**src/rtl/alu_reservation_station.sv**
```systemverilog
// rtl/alu_reservation_station.sv - age-ordered collapsing reservation station feeding one ALU
//
// Purpose: holds dispatched ALU ops until both source operands are ready, then
// issues the oldest ready entry. Snoops writeback tag buses for wakeup and
// squashes entries younger than a mispredicted branch.
//
// Ports:
//   CLK, RST                  clock, synchronous active-high reset
//   dispatch_valid/_struct    incoming packet {op, itype, src0, src1, dest, imm16, ROB}
//                             each src is {needed, ready, tag[5:0]}
//   dispatch_ready            registered count below capacity
//   wb_valid/wb_phys_reg_tag  writeback tag buses used for wakeup
//   issue_*                   chosen entry towards the ALU, valid/ready handshake
//   kill_valid/kill_ROB_index squash everything younger than kill_ROB_index
//   ROB_head_index            reference point for age comparison
module alu_reservation_station #(
    parameter int RS_DEPTH     = 4,
    parameter int NUM_WB_BUSES = 3
) (
    input  logic                      CLK,
    input  logic                      RST,
    input  logic                      dispatch_valid,
    input  logic [47:0]               dispatch_struct,
    output logic                      dispatch_ready,
    input  logic [NUM_WB_BUSES-1:0]   wb_valid,
    input  logic [NUM_WB_BUSES*6-1:0] wb_phys_reg_tag,
    output logic                      issue_valid,
    input  logic                      issue_ready,
    output logic [3:0]                issue_op,
    output logic                      issue_itype,
    output logic [5:0]                issue_source_0_tag,
    output logic [5:0]                issue_source_1_tag,
    output logic [5:0]                issue_dest_phys_reg_tag,
    output logic [15:0]               issue_imm16,
    output logic [4:0]                issue_ROB_index,
    input  logic                      kill_valid,
    input  logic [4:0]                kill_ROB_index,
    input  logic [4:0]                ROB_head_index
);
    localparam int CW = $clog2(RS_DEPTH + 1);
    localparam int IW = (RS_DEPTH > 1) ? $clog2(RS_DEPTH) : 1;

    // Field order matches the dispatch packet bit layout, MSB first.
    typedef struct packed {
        logic [3:0]  op;
        logic        itype;
        logic        s0_needed;
        logic        s0_ready;
        logic [5:0]  s0_tag;
        logic        s1_needed;
        logic        s1_ready;
        logic [5:0]  s1_tag;
        logic [5:0]  dest;
        logic [15:0] imm16;
        logic [4:0]  rob;
    } entry_t;

    entry_t          entries_q [RS_DEPTH];
    entry_t          entries_d [RS_DEPTH];
    logic [CW-1:0]   count_q;
    logic [CW-1:0]   count_d;

    logic [RS_DEPTH-1:0] rdy;
    logic [RS_DEPTH-1:0] killed;
    logic [IW-1:0]       sel_idx;
    logic                issue_fire;
    logic                dispatch_fire;
    logic [4:0]          kill_age;
    logic [4:0]          ent_age;
    int                  killed_cnt;
    int                  j;

    function automatic logic wb_hit(input logic [5:0] tag);
        logic hit;
        hit = 1'b0;
        for (int b = 0; b < NUM_WB_BUSES; b++) begin
            if (wb_valid[b] && (wb_phys_reg_tag[b*6 +: 6] == tag)) hit = 1'b1;
        end
        return hit;
    endfunction

    // Ready bits pick up any matching writeback at the edge they are stored.
    function automatic entry_t wake(input entry_t e);
        entry_t r;
        r = e;
        r.s0_ready = e.s0_ready | (e.s0_needed & wb_hit(e.s0_tag));
        r.s1_ready = e.s1_ready | (e.s1_needed & wb_hit(e.s1_tag));
        return r;
    endfunction

    assign dispatch_ready = (count_q < CW'(RS_DEPTH));

    always_comb begin
        rdy        = '0;
        killed     = '0;
        sel_idx    = '0;
        killed_cnt = 0;
        kill_age   = kill_ROB_index - ROB_head_index;
        ent_age    = '0;
        for (int i = 0; i < RS_DEPTH; i++) begin
            if (i < int'(count_q)) begin
                rdy[i] = (!entries_q[i].s0_needed || entries_q[i].s0_ready) &&
                         (!entries_q[i].s1_needed || entries_q[i].s1_ready);
                ent_age = entries_q[i].rob - ROB_head_index;
                killed[i] = kill_valid && (ent_age > kill_age);
                if (killed[i]) killed_cnt = killed_cnt + 1;
            end
        end
        // Scan downwards so the lowest (oldest) ready index wins.
        for (int i = RS_DEPTH - 1; i >= 0; i--) begin
            if (rdy[i]) sel_idx = IW'(i);
        end
    end

    assign issue_valid = |rdy;

    // A handshake on an entry being killed this cycle is void; the ALU sees kill_valid too.
    assign issue_fire    = issue_valid && issue_ready && !killed[sel_idx];
    assign dispatch_fire = dispatch_valid && dispatch_ready && !kill_valid;

    always_comb begin
        entries_d = entries_q;
        j         = 0;
        // Compact survivors into slots 0.. preserving age order, waking as they move.
        for (int i = 0; i < RS_DEPTH; i++) begin
            if ((i < int'(count_q)) && !killed[i] && !(issue_fire && (IW'(i) == sel_idx))) begin
                entries_d[j[IW-1:0]] = wake(entries_q[i]);
                j = j + 1;
            end
        end
        // j equals count (or count-1 after an issue); dispatch_ready guarantees a free slot.
        if (dispatch_fire) begin
            entries_d[j[IW-1:0]] = wake(entry_t'(dispatch_struct));
        end
        count_d = CW'(j) + CW'(dispatch_fire);
    end

    always_ff @(posedge CLK) begin
        if (RST) begin
            count_q <= '0;
            for (int i = 0; i < RS_DEPTH; i++) entries_q[i] <= '0;
        end else begin
            count_q   <= count_d;
            entries_q <= entries_d;
            assert (int'(count_q) - int'(issue_fire) - killed_cnt + int'(dispatch_fire) == int'(count_d));
            assert (int'(count_d) <= RS_DEPTH);
        end
    end

    always_comb begin
        issue_op                = '0;
        issue_itype             = '0;
        issue_source_0_tag      = '0;
        issue_source_1_tag      = '0;
        issue_dest_phys_reg_tag = '0;
        issue_imm16             = '0;
        issue_ROB_index         = '0;
        if (issue_valid) begin
            issue_op                = entries_q[sel_idx].op;
            issue_itype             = entries_q[sel_idx].itype;
            issue_source_0_tag      = entries_q[sel_idx].s0_tag;
            issue_source_1_tag      = entries_q[sel_idx].s1_tag;
            issue_dest_phys_reg_tag = entries_q[sel_idx].dest;
            issue_imm16             = entries_q[sel_idx].imm16;
            issue_ROB_index         = entries_q[sel_idx].rob;
        end
    end
endmodule

```
**config.mk**
```make
export PLATFORM = sky130hd
export DESIGN_NAME = alu_reservation_station
export DESIGN_NICKNAME = d
export VERILOG_FILES = /design/src/rtl/alu_reservation_station.sv
export SDC_FILE = /design/constraint.sdc
export NUM_CORES = 1
export LEC_CHECK = 0
export CAP_MARGIN = 20
export CORE_MARGIN = 3
export CORE_UTILIZATION = 50
export CTS_BUF_LIST = sky130_fd_sc_hd__clkbuf_16
export CTS_CLUSTER_DIAMETER = 80
export DETAILED_ROUTE_END_ITERATION = 6
export PLACE_DENSITY = 0.72
export SYNTH_ARGS = -nofsm -noshare
export SYNTH_HDL_FRONTEND = slang
export SYNTH_SLANG_ARGS = --single-unit
```
**constraint.sdc**
```tcl
create_clock -name CLK -period 7.8 [get_ports CLK]
set_input_delay 1.95 -clock CLK [delete_from_list [all_inputs] [get_ports CLK]]
set_output_delay 1.95 -clock CLK [all_outputs]
set_load 0.1 [all_outputs]
```
# Yosys cells after proc, flatten, opt, wreduce, memory -nomap -nowiden

Cells that the tools add are included.

$add $sub $neg: 9
Magnitude comparators: 19
Equality and inequality tests: 33
Mux-type cells: 85
Bitwise gates (word level): 25
Reduce and logical (&&, ||, !) cells: 86

Operator list:

| kind                  | number |
|---|---|
| $bwmux W192           | 4 |
| $mux W192             | 4 |
| $demux W48 S2         | 4 |
| $mux W48              | 6 |
| $eq A6 B6 Y1          | 30 |
| $bmux W48 S2          | 1 |
| $logic_and A1 B1 Y1   | 58 |
| $mux W1               | 51 |
| $mux W42              | 1 |
| $sub A5 B5 Y5         | 5 |
| $gt A5 B5 Y1          | 4 |
| $logic_not A1 Y1      | 18 |
| $mux W6               | 3 |
| $mux W16              | 1 |
| $ge A3 B3 Y1 const B  | 5 |
| $not A2 Y3            | 5 |
| $lt A3 B1 Y1 const B  | 4 |
| $and A1 B1 Y1         | 10 |
| $or A1 B1 Y1          | 10 |
| $mux W3               | 3 |
| $logic_or A1 B1 Y1    | 8 |
| $mux W2               | 4 |
| $add A3 B2 Y3 const B | 2 |
| $lt A1 B3 Y1 const A  | 2 |
| other kinds (12)      | 14 |

Register bits after elaboration: 195
Input port bits: 84
Output and inout port bits: 46
Word-level logic and storage cells: 302

# Longest topological paths before layout

Gate-level depths: netlist of run 1.

Word-level depth: 29
Mapped depth: 28
Depth with buffers taken out: 23

# Worst setup path after synthesis of run 1

Ideal clock, no wire load.

Path kind: input port to flip-flop
Start point: input port ROB_head_index[1]
End point: register entries_q[129] in the netlist's numbering
Setup time: 91 ps
Arrival: 6760 ps
Required time: 7709 ps
Path slack: 949 ps
Stages on the path: 25
Path buffers: 5
Cell sequence: inv_1 -> fa_1 -> a21o_1 -> a21oi_1 -> xnor2_1 -> ha_1 -> nand3_1 -> nor2_1 -> and3_1 -> a2111oi_1 -> o211ai_1 -> inv_2 -> buf_2 -> ha_1 -> a21oi_1 -> buf_2 -> buf_2 -> nor2_1 -> inv_1 -> ha_1 -> o21ai_1 -> clkbuf_1 -> clkbuf_1 -> o211ai_1 -> a311oi_1

Longest elaborated chain between the ends: 25
Elaborated cells between the ends (all ways): 80
Classes of those cells: add/sub (8); order compare (12); mux (26); bitwise (4); reduce/logical (30)

Ends and longest elaborated chain:

| what                                                              | line     | RTL |
|---|---|---|
| start: declaration                                                | 38       | `input logic [4:0] ROB_head_index` |
| $sub A5 B5 Y5 (on tied branches)                                  | 104, 98  |  |
| $gt A5 B5 Y1                                                      | 105      | `killed[i] = kill_valid && (ent_age > kill_age);` |
| $logic_and A1 B1 Y1                                               | 105      |  |
| $mux W1                                                           | 101      | `if (i < int'(count_q)) begin` |
| $bmux W1 S2                                                       | 118      | `assign issue_fire = issue_valid && issue_ready && !killed[sel_idx];` |
| $mux W1 (implied by the code)                                     | 118      |  |
| $logic_not A1 Y1                                                  | 118      |  |
| $logic_and A1 B1 Y1                                               | 118      |  |
| [9 not listed]                                                    | --       |  |
| $mux W3 (tied with other cells)                                   | 126      | `if ((i < int'(count_q)) && !killed[i] && !(issue_fire && (IW'(i) == sel_idx))) begin` |
| $not A2 Y3 (implied by the code) (tied with other cells)          | 133      | `entries_d[j[IW-1:0]] = wake(entry_t'(dispatch_struct));` |
| $ge A3 B3 Y1 (implied by the code) (tied with other cells)        | 133      |  |
| $logic_and A1 B1 Y1 (implied by the code) (tied with other cells) | 133      |  |
| $mux W48 (implied by the code) or $bwmux W192 (tied branches)     | 133, 127 |  |
| $demux W48 S2 or $mux W192 (tied branches)                        | 133, 126 |  |
| $bwmux W192                                                       | 133      |  |
| $mux W192 (*)                                                     | 132      | `if (dispatch_fire) begin` |
| end signal: assignment                                            | 144      | `entries_q <= entries_d;` |
| end: declaration                                                  | 58       | `entry_t entries_q [RS_DEPTH];` |

Every way passes the cells marked *; elsewhere a longest branch is shown, timed or not. The select of a mux whose other input is x is not followed.
A chain may end at the register's enable or synchronous reset.

# Worst setup path after layout of run 1

Start point: input port ROB_head_index[0]
End point: register entries_q[40] in the netlist's numbering

The elaborated chain is that of the path after synthesis.

==> results by group, run 1 <==
CTS
  • # resized after CTS: 0
  • CTS tree: built
  • Root Buffer: clkbuf_16
  • Longest Clk Path Bufs: 2
  • Setup bufs post-CTS: 0
  • Num CTS Buffers: 17
  • Clock Sinks: 195
  • Clock-pin slew on the worst setup and hold paths: 100 ps
  • # H-tree levels: 4
  • Hold buffers post-CTS: 0
  • Clock latency on the worst-skew pair: 470 ps

Route
  • Vias: 17300
  • Drt pass-1 iters: 7
  • 1st-iter DRT viols: 2571
  • Met2 Wirelength: 27600 um
  • Via density: 7.30
  • M1 WL: between 20000 and 25000 um
  • Routed WL: approximately 63000 um
  • Avg WL per Cell: 26.4 um
  • Met3 wire len: 7730 um
  • Routed Antenna Nets: 0
  • Top Metal Used: met4
  • Residual DRC count: 2

STA
  • RSZ-0062 raised after global routing: false
  • Worst slew margin: 0.286
  • Worst Hold Slack: 537 ps
  • Final Slew Violations: 0
  • Final WS setup: around 500 ps
  • Worst-Margin Slew: 1070 ps
  • Fin crit share: 0.935
  • Clock skew: 20.7 ps
  • Final setup viols: 0
  • FMAX: 0.137 GHz
  • Fin Setup TNS: 0 ps
  • Tmin final: 7300 ps
  • Final hold viol count: 0

Finish
  • Final non-filler cell total: 2375
  • P&R area growth vs syn: 11.7%
  • Finished layout cell area: 0.0179 sq mm
  • Fill count: 2820
  • Fin nets: 2099
  • Diodes inserted: 0
  • Layout cell share with drive strength beyond 1: 0.0960
  • Fin util: 0.577

Synthesis
  • Ys async rst share: 0
  • Mapped Cells: between 2000 and 2500
  • Seq cells post-synth: 195
  • Synth Flop Type: dfxtp_1
  • Netlist cell types: 75
  • Top cells by area, synth: dfxtp_1 24%, xnor2_1 5.8%, a311oi_1 5.4%, xor2_1 5.3%, clkbuf_1 4.1%
  • Synth Warn #: 0
  • Syn_nets: between 2000 and 2500
  • Mapped cell area: 0.0160 sq mm
  • Post-synth top area cell: dfxtp_1
  • Number of synthesized flops with an enable pin: 0
  • Avg Cell Area, Syn: approximately 8 sq um
  • Most common cell in the netlist: dfxtp_1
  • Most instantiated cells after synthesis: 195 x dfxtp_1, 175 x clkbuf_1, 162 x nor2_1
  • Seq/Total Area, Yosys: 0.243
  • Synth top area share: 0.243

Pwr
  • Clock network fraction of total power: 0.335
  • Internal power: approximately 1.7 mW
  • Sw frac: 0.366
  • Gate power share: 0.277
  • Sw Pwr: 995 uW
  • Max rail drop VDD: 0.152 mV
  • Sequential power share: 0.388
  • Total power: about 2.7 mW
  • P_leak: 6.23 nW
  • PD cells: roughly 150 mW/mm^2

Setup path
  • WP buf/inv: 5
  • Worst EP required: 8160 ps
  • Crit. End Element: flip-flop
  • Critical Path AT: 7660 ps
  • Worst path most repeated cell: ha_1
  • Slowest cell on crit path: clkdlybuf4s50_1
  • Worst R2R Path Depth: 17
  • R2R setup slack: between 2000 and 2500 ps
  • Max incr delay on CP: 610 ps
  • Reg2reg start: count_q[2]
  • Critical path class: input pin to flip-flop
  • CP startpoint: ROB_head_index[0]
  • Worst R2R End: entries_q[40]
  • CP Max Fanout: 28
  • Crit path cell chain: clkdlybuf4s50_1 -> ha_1 -> inv_1 -> fa_1 -> a21o_1 -> a21oi_1 -> xnor2_1 -> ha_1 -> nand3_1 -> nor2_1 -> and3_1 -> a2111oi_1 -> o211ai_1 -> ha_1 -> xnor2_1 -> inv_1 -> ha_1 -> buf_4 -> a2111oi_4 -> buf_4 -> nand2_1 -> a311oi_1
  • Startpoint Class: input pin
  • Cell family with most CP delay: adder cells

Placed design
  • Cell Count Post-Placement: roughly 2300
  • Routability cong.: about 0.9
  • Pre-CTS setup slack: 144 ps
  • Post-DP HPWL: 36800 um
  • Port buffer count: 129
  • Post-place instance area: ~0.017 sq mm

Status
  • Status: finished, violations left
  • Failing checks: design-rule violations

Die
  • Die H: 185 um
  • IO Pins: between 100 and 150
  • Rows: 64
  • Initial Utilization: 0.516
  • Core area: around 0.031 sq mm
  • Die area: between 0.03 and 0.04 sq mm
  • Width of the die: 185 um

Min path
  • Tightest Hold Check Type: flip-flop to flip-flop
  • Worst Hold Depth: 2
  • Worst hold endpoint: entries_q[9]
  • Worst Min Path Start: entries_q[57]

GRT
  • Largest net degree at the start of global routing: slightly above 80
  • Tot GR Track Use: 0.355
  • Total gr overflow: 0
  • Vias in the first global route: about 17000
  • Initial antenna violation count: 0
  • First-pass GRT wire length: 96500 um

Flow run
  • Max Cap Viol: 0
[worst register-to-register path, stage by stage, from the launching register on]
cell       delay, ps
dfxtp_1          420
nor2_1           120
a221oi_1         650
nor2_1           220
nand2_2          700
buf_4            440
a31oi_1          210
o21a_2           220
inv_1             90
ha_1             310
xnor2_1          420
inv_1            120
ha_1             230
buf_4            160
a2111oi_4        300
buf_4            430
nand2_1          120
a311oi_1         280
[how the worst max path moves through the flow]
stage	depth (start not counted)	end	slack [ps]
2_1_floorplan	25	entries_q[129]	950
3_3_place_gp	20	entries_q[38]	380
3_5_place_dp	22	entries_q[28]	140
4_1_cts	22	entries_q[28]	590
5_1_grt	22	entries_q[28]	100
6_report	22	entries_q[40]	500
[layer usage]
metal,vias up,track usage
li1,7521,-
met1,8201,0.463
met2,1355,0.553
met3,257,0.0760
met4,0,0.186
met5,-,0
[cell families after synthesis]
kind of cell / count (synthesis) / share of synthesized area
mux: 89 / 0.0589
flops: 195 / 0.243
compound gates: 572 / 0.288
simple gates: 621 / 0.179
xor+xnor: 207 / 0.115
fa+ha+maj: 49 / 0.0405
buf+inv: 294 / 0.0762
[flip-flops by register name (all words and copies together) (netlist names)]
name and flops:
entries_q 192, count_q 3
[layout by cell type, fill, tap and decap left out, types with 5 or more instances in the layout]
| cell type | netlist | layout |
|---|---|---|
| a211oi_1 | 48 | 48 |
| a21o_1 | 10 | 9 |
| a21oi_1 | 18 | 17 |
| a221oi_1 | 30 | 30 |
| a221oi_2 | 21 | 21 |
| a222oi_1 | 44 | 44 |
| a22o_1 | 47 | 46 |
| a311o_1 | 45 | 45 |
| a311oi_1 | 99 | 99 |
| a31o_2 | 6 | 6 |
| a31oi_1 | 48 | 48 |
| buf_12 | 0 | 8 |
| buf_4 | 8 | 45 |
| clkbuf_16 | 0 | 17 |
| clkdlybuf4s50_1 | 0 | 128 |
| dfxtp_1 | 195 | 195 |
| fa_1 | 5 | 5 |
| ha_1 | 44 | 44 |
| inv_1 | 32 | 33 |
| mux2_2 | 43 | 43 |
| mux2i_1 | 46 | 46 |
| nand2_1 | 154 | 149 |
| nand2b_1 | 10 | 9 |
| nand3_1 | 100 | 100 |
| nand4_1 | 36 | 36 |
| nor2_1 | 162 | 162 |
| nor2b_1 | 7 | 7 |
| nor3_1 | 101 | 99 |
| nor4_1 | 30 | 30 |
| o211ai_1 | 7 | 7 |
| o21ai_0 | 101 | 101 |
| o31ai_1 | 11 | 11 |
| xnor2_1 | 107 | 107 |
| xor2_1 | 97 | 97 |
[layout make-up]
type,instances,area (sq um),share of cell area
Clock inverter,15,159,0.00886
Timing Repair Buffer,181,1780,0.0992
Tap cell,396,495,0.0276
Inverter,33,124,0.00691
Multi-Input combinational cell,1538,11000,0.616
Clock buffer,17,425,0.0237
Sequential cell,195,3900,0.218
[power groups by stage]
stage	sequential [mW]	clock, mW	combinational (mW)
after floorplan	1.07	0	0.521
after global placement	1.08	0	0.721
after detailed placement	1.08	0	0.731
after CTS	1.05	0.908	0.735
after global routing	1.06	0.950	0.795
final	1.06	0.910	0.754
Power figures use the tool's default switching activity.
==> run 2, diff against run 1 <==
--- a/config.mk
+++ b/config.mk
@@ -12,6 +12,7 @@
 export CTS_CLUSTER_DIAMETER = 80
 export DETAILED_ROUTE_END_ITERATION = 6
 export PLACE_DENSITY = 0.72
+export RECOVER_POWER = 25
 export SYNTH_ARGS = -nofsm -noshare
 export SYNTH_HDL_FRONTEND = slang
 export SYNTH_SLANG_ARGS = --single-unit
==> results by group, run 2 (synthesis gave the netlist of run 1 again) <==
STA
  • Final hold viol count: 0 (unchanged)
  • Clock skew: 24.0 ps (was 20.7 ps)
  • Fin crit share: 0.940 (was 0.935)
  • Final setup viols: 0 (unchanged)
  • Worst-Margin Slew: 1700 ps (was 1070 ps)
  • FMAX: 0.136 GHz (was 0.137 GHz)
  • Worst slew margin: -0.133 (was 0.286)
  • Tmin final: 7330 ps (was 7300 ps)
  • Fin Setup TNS: 0 ps (unchanged)
  • Final Slew Violations: 21 (was 0)
  • RSZ-0062 raised after global routing: false (unchanged)

Placed design
  • Port buffer count: 129 (unchanged)
  • Post-place instance area: 0.0173 sq mm (unchanged)
  • Post-DP HPWL: 36800 um (unchanged)
  • Routability cong.: 0.927 (unchanged)

Setup path
  • Critical Path AT: 5380 ps (was 7660 ps)
  • Crit. End Element: output port (was flip-flop)
  • Crit path cell chain: nor2_1 -> a221oi_1 -> o21ba_2 -> nor2_2 -> buf_12 -> mux2_2 -> a222oi_1 -> nor2_1 -> dlygate4sd3_1 (was clkdlybuf4s50_1 -> ha_1 -> inv_1 -> fa_1 -> a21o_1 -> a21oi_1 -> xnor2_1 -> ha_1 -> nand3_1 -> nor2_1 -> and3_1 -> a2111oi_1 -> o211ai_1 -> ha_1 -> xnor2_1 -> inv_1 -> ha_1 -> buf_4 -> a2111oi_4 -> buf_4 -> nand2_1 -> a311oi_1)
  • Critical path class: flip-flop to output port (was input pin to flip-flop)
  • Worst path most repeated cell: nor2_1 (was ha_1)
  • Worst EP required: 5850 ps (was 8160 ps)
  • Slowest cell on crit path: nor2_2 (was clkdlybuf4s50_1)
  • Startpoint Class: flip-flop (was input pin)
  • Max incr delay on CP: 1250 ps (was 610 ps)
  • CP Max Fanout: 26 (was 28)

CTS
  • Longest Clk Path Bufs: 2 (unchanged)
  • CTS tree: built (unchanged)
  • # resized after CTS: 0 (unchanged)
  • Hold buffers post-CTS: 0 (unchanged)
  • Clock Sinks: 195 (unchanged)
  • Num CTS Buffers: 17 (unchanged)
  • # H-tree levels: 4 (unchanged)
  • Clock-pin slew on the worst setup and hold paths: 100 ps (about the same)
  • Setup bufs post-CTS: 0 (unchanged)
  • Root Buffer: clkbuf_16 (unchanged)
  • Clock latency on the worst-skew pair: 470 ps (about the same)

Status
  • Status: finished, violations left (unchanged)
  • Failing checks: design-rule violations, max-capacitance violations, max-slew violations (was design-rule violations)

GRT
  • Vias in the first global route: 16900 (unchanged)
  • Total gr overflow: 0 (unchanged)
  • GR Util met2: 0.553 (unchanged)
  • Initial antenna violation count: 0 (unchanged)
  • M1 GR Usage: 0.463 (unchanged)
  • First-pass GRT wire length: 96500 um (unchanged)
  • Met3 GRT Util: 0.0760 (unchanged)
  • Busiest grt layer: met2 (unchanged)
  • Tot GR Track Use: 0.355 (unchanged)
  • Largest net degree at the start of global routing: 83 (unchanged)

Pwr
  • P_leak: 6.38 nW (was 6.23 nW)
  • PD cells: 152 mW/mm^2 (about the same)
  • Max rail drop VDD: 0.151 mV (was 0.152 mV)

Die
  • Die area: 0.0343 sq mm (unchanged)
  • Initial Utilization: 0.516 (unchanged)
  • Width of the die: 185 um (unchanged)
  • Rows: 64 (unchanged)
  • IO Pins: 130 (unchanged)
  • Die H: 185 um (unchanged)
  • Core area: 0.0311 sq mm (unchanged)

Min path
  • Tightest Hold Check Type: flip-flop to flip-flop (unchanged)

Flow run
  • Max Cap Viol: 1 (was 0)

Finish
  • Layout cell share with drive strength beyond 1: 0.0960 (unchanged)
  • Commonest non-fill, non-tap cell in the layout: dfxtp_1 (unchanged)
  • Fin nets: 2099 (unchanged)
  • Diodes inserted: 0 (unchanged)
  • Leading cell types in the layout, fill and taps excluded: 195 x dfxtp_1, 162 x nor2_1, 149 x nand2_1 (unchanged)
  • Biggest regs: entries_q: 192 flops, count_q: 3 flops (unchanged)
  • P&R area growth vs syn: 11.6% (was 11.7%)
  • Max reg flops: 192 (unchanged)
  • Finished layout cell area: 0.0179 sq mm (about the same)
  • Biggest register: entries_q (unchanged)

Route
  • Routed Antenna Nets: 0 (unchanged)
  • 1st-iter DRT viols: 2566 (was 2571)
  • Routed WL: 62800 um (was 62600 um)
  • Vias: 17400 (was 17300)
  • Residual DRC count: 1 (was 2)
  • Via density: 7.31 (was 7.30)
  • Avg WL per Cell: 26.4 um (about the same)
  • Drt pass-1 iters: 7 (unchanged)
## run 2: path summary, 6_finish.rpt
check	end	cells after the start	startpoint	slack [ps]
setup / recovery	issue_imm16[12]	9	count_q[2]	470
hold / removal	entries_q[9]	2	entries_q[57]	530
setup reg to reg	entries_q[28]	17	count_q[2]	1770
hold reg to reg	entries_q[9]	2	entries_q[57]	530
## run 2: critical path: cells and delay by family, from the launching register on
kind / cells / cell delay [ps]
DFF: 1 / 430
AOI/OAI and AO/OA: 3 / 1380
muxes: 1 / 370
and+or+nand+nor: 3 / 1440
buffers and inverters: 2 / 1280
## run 2: cell type report
type	count	area, sq um
multi-input combinational	1538	11000
sequential	195	3900
tap	396	495
timing repair buffer	181	1780
clock inverter	15	159
inverter	33	124
fill	2824	13200
clock buffer	17	425
## run 2: where the power goes
group / leakage (nW) / internal (mW) / switching [mW]
sequential: 1.58 / 1.03 / 0.0303
clock: 0.290 / 0.431 / 0.479
combinational: 4.51 / 0.264 / 0.486
total: 6.38 / 1.72 / 0.996
## run 2: per-layer routing
layer | vias to the layer above | part of all wire
met3 | 263 | 0.12
met1 | 8217 | 0.39
met4 | 0 | 0.049
met2 | 1359 | 0.44
met5 | - | 0
li1 | 7515 | -
## run 2: metrics by stage
| step | utilization | instances | worst slack [ps] | hold WS, ps | total power, mW |
|---|---|---|---|---|---|
| 3_5_place_dp | 0.558 | 2343 | 144 | 527 | 1.81 |
| 3_3_place_gp | 0.558 | 2343 | 381 | 517 | 1.80 |
| 6_report | 0.577 | 2375 | 472 | 530 | 2.72 |
| 4_1_cts | 0.577 | 2375 | 591 | 534 | 2.70 |
| 5_1_grt | 0.577 | 2375 | 104 | 566 | 2.80 |
| 2_1_floorplan | - | 2027 | 949 | 498 | 1.59 |
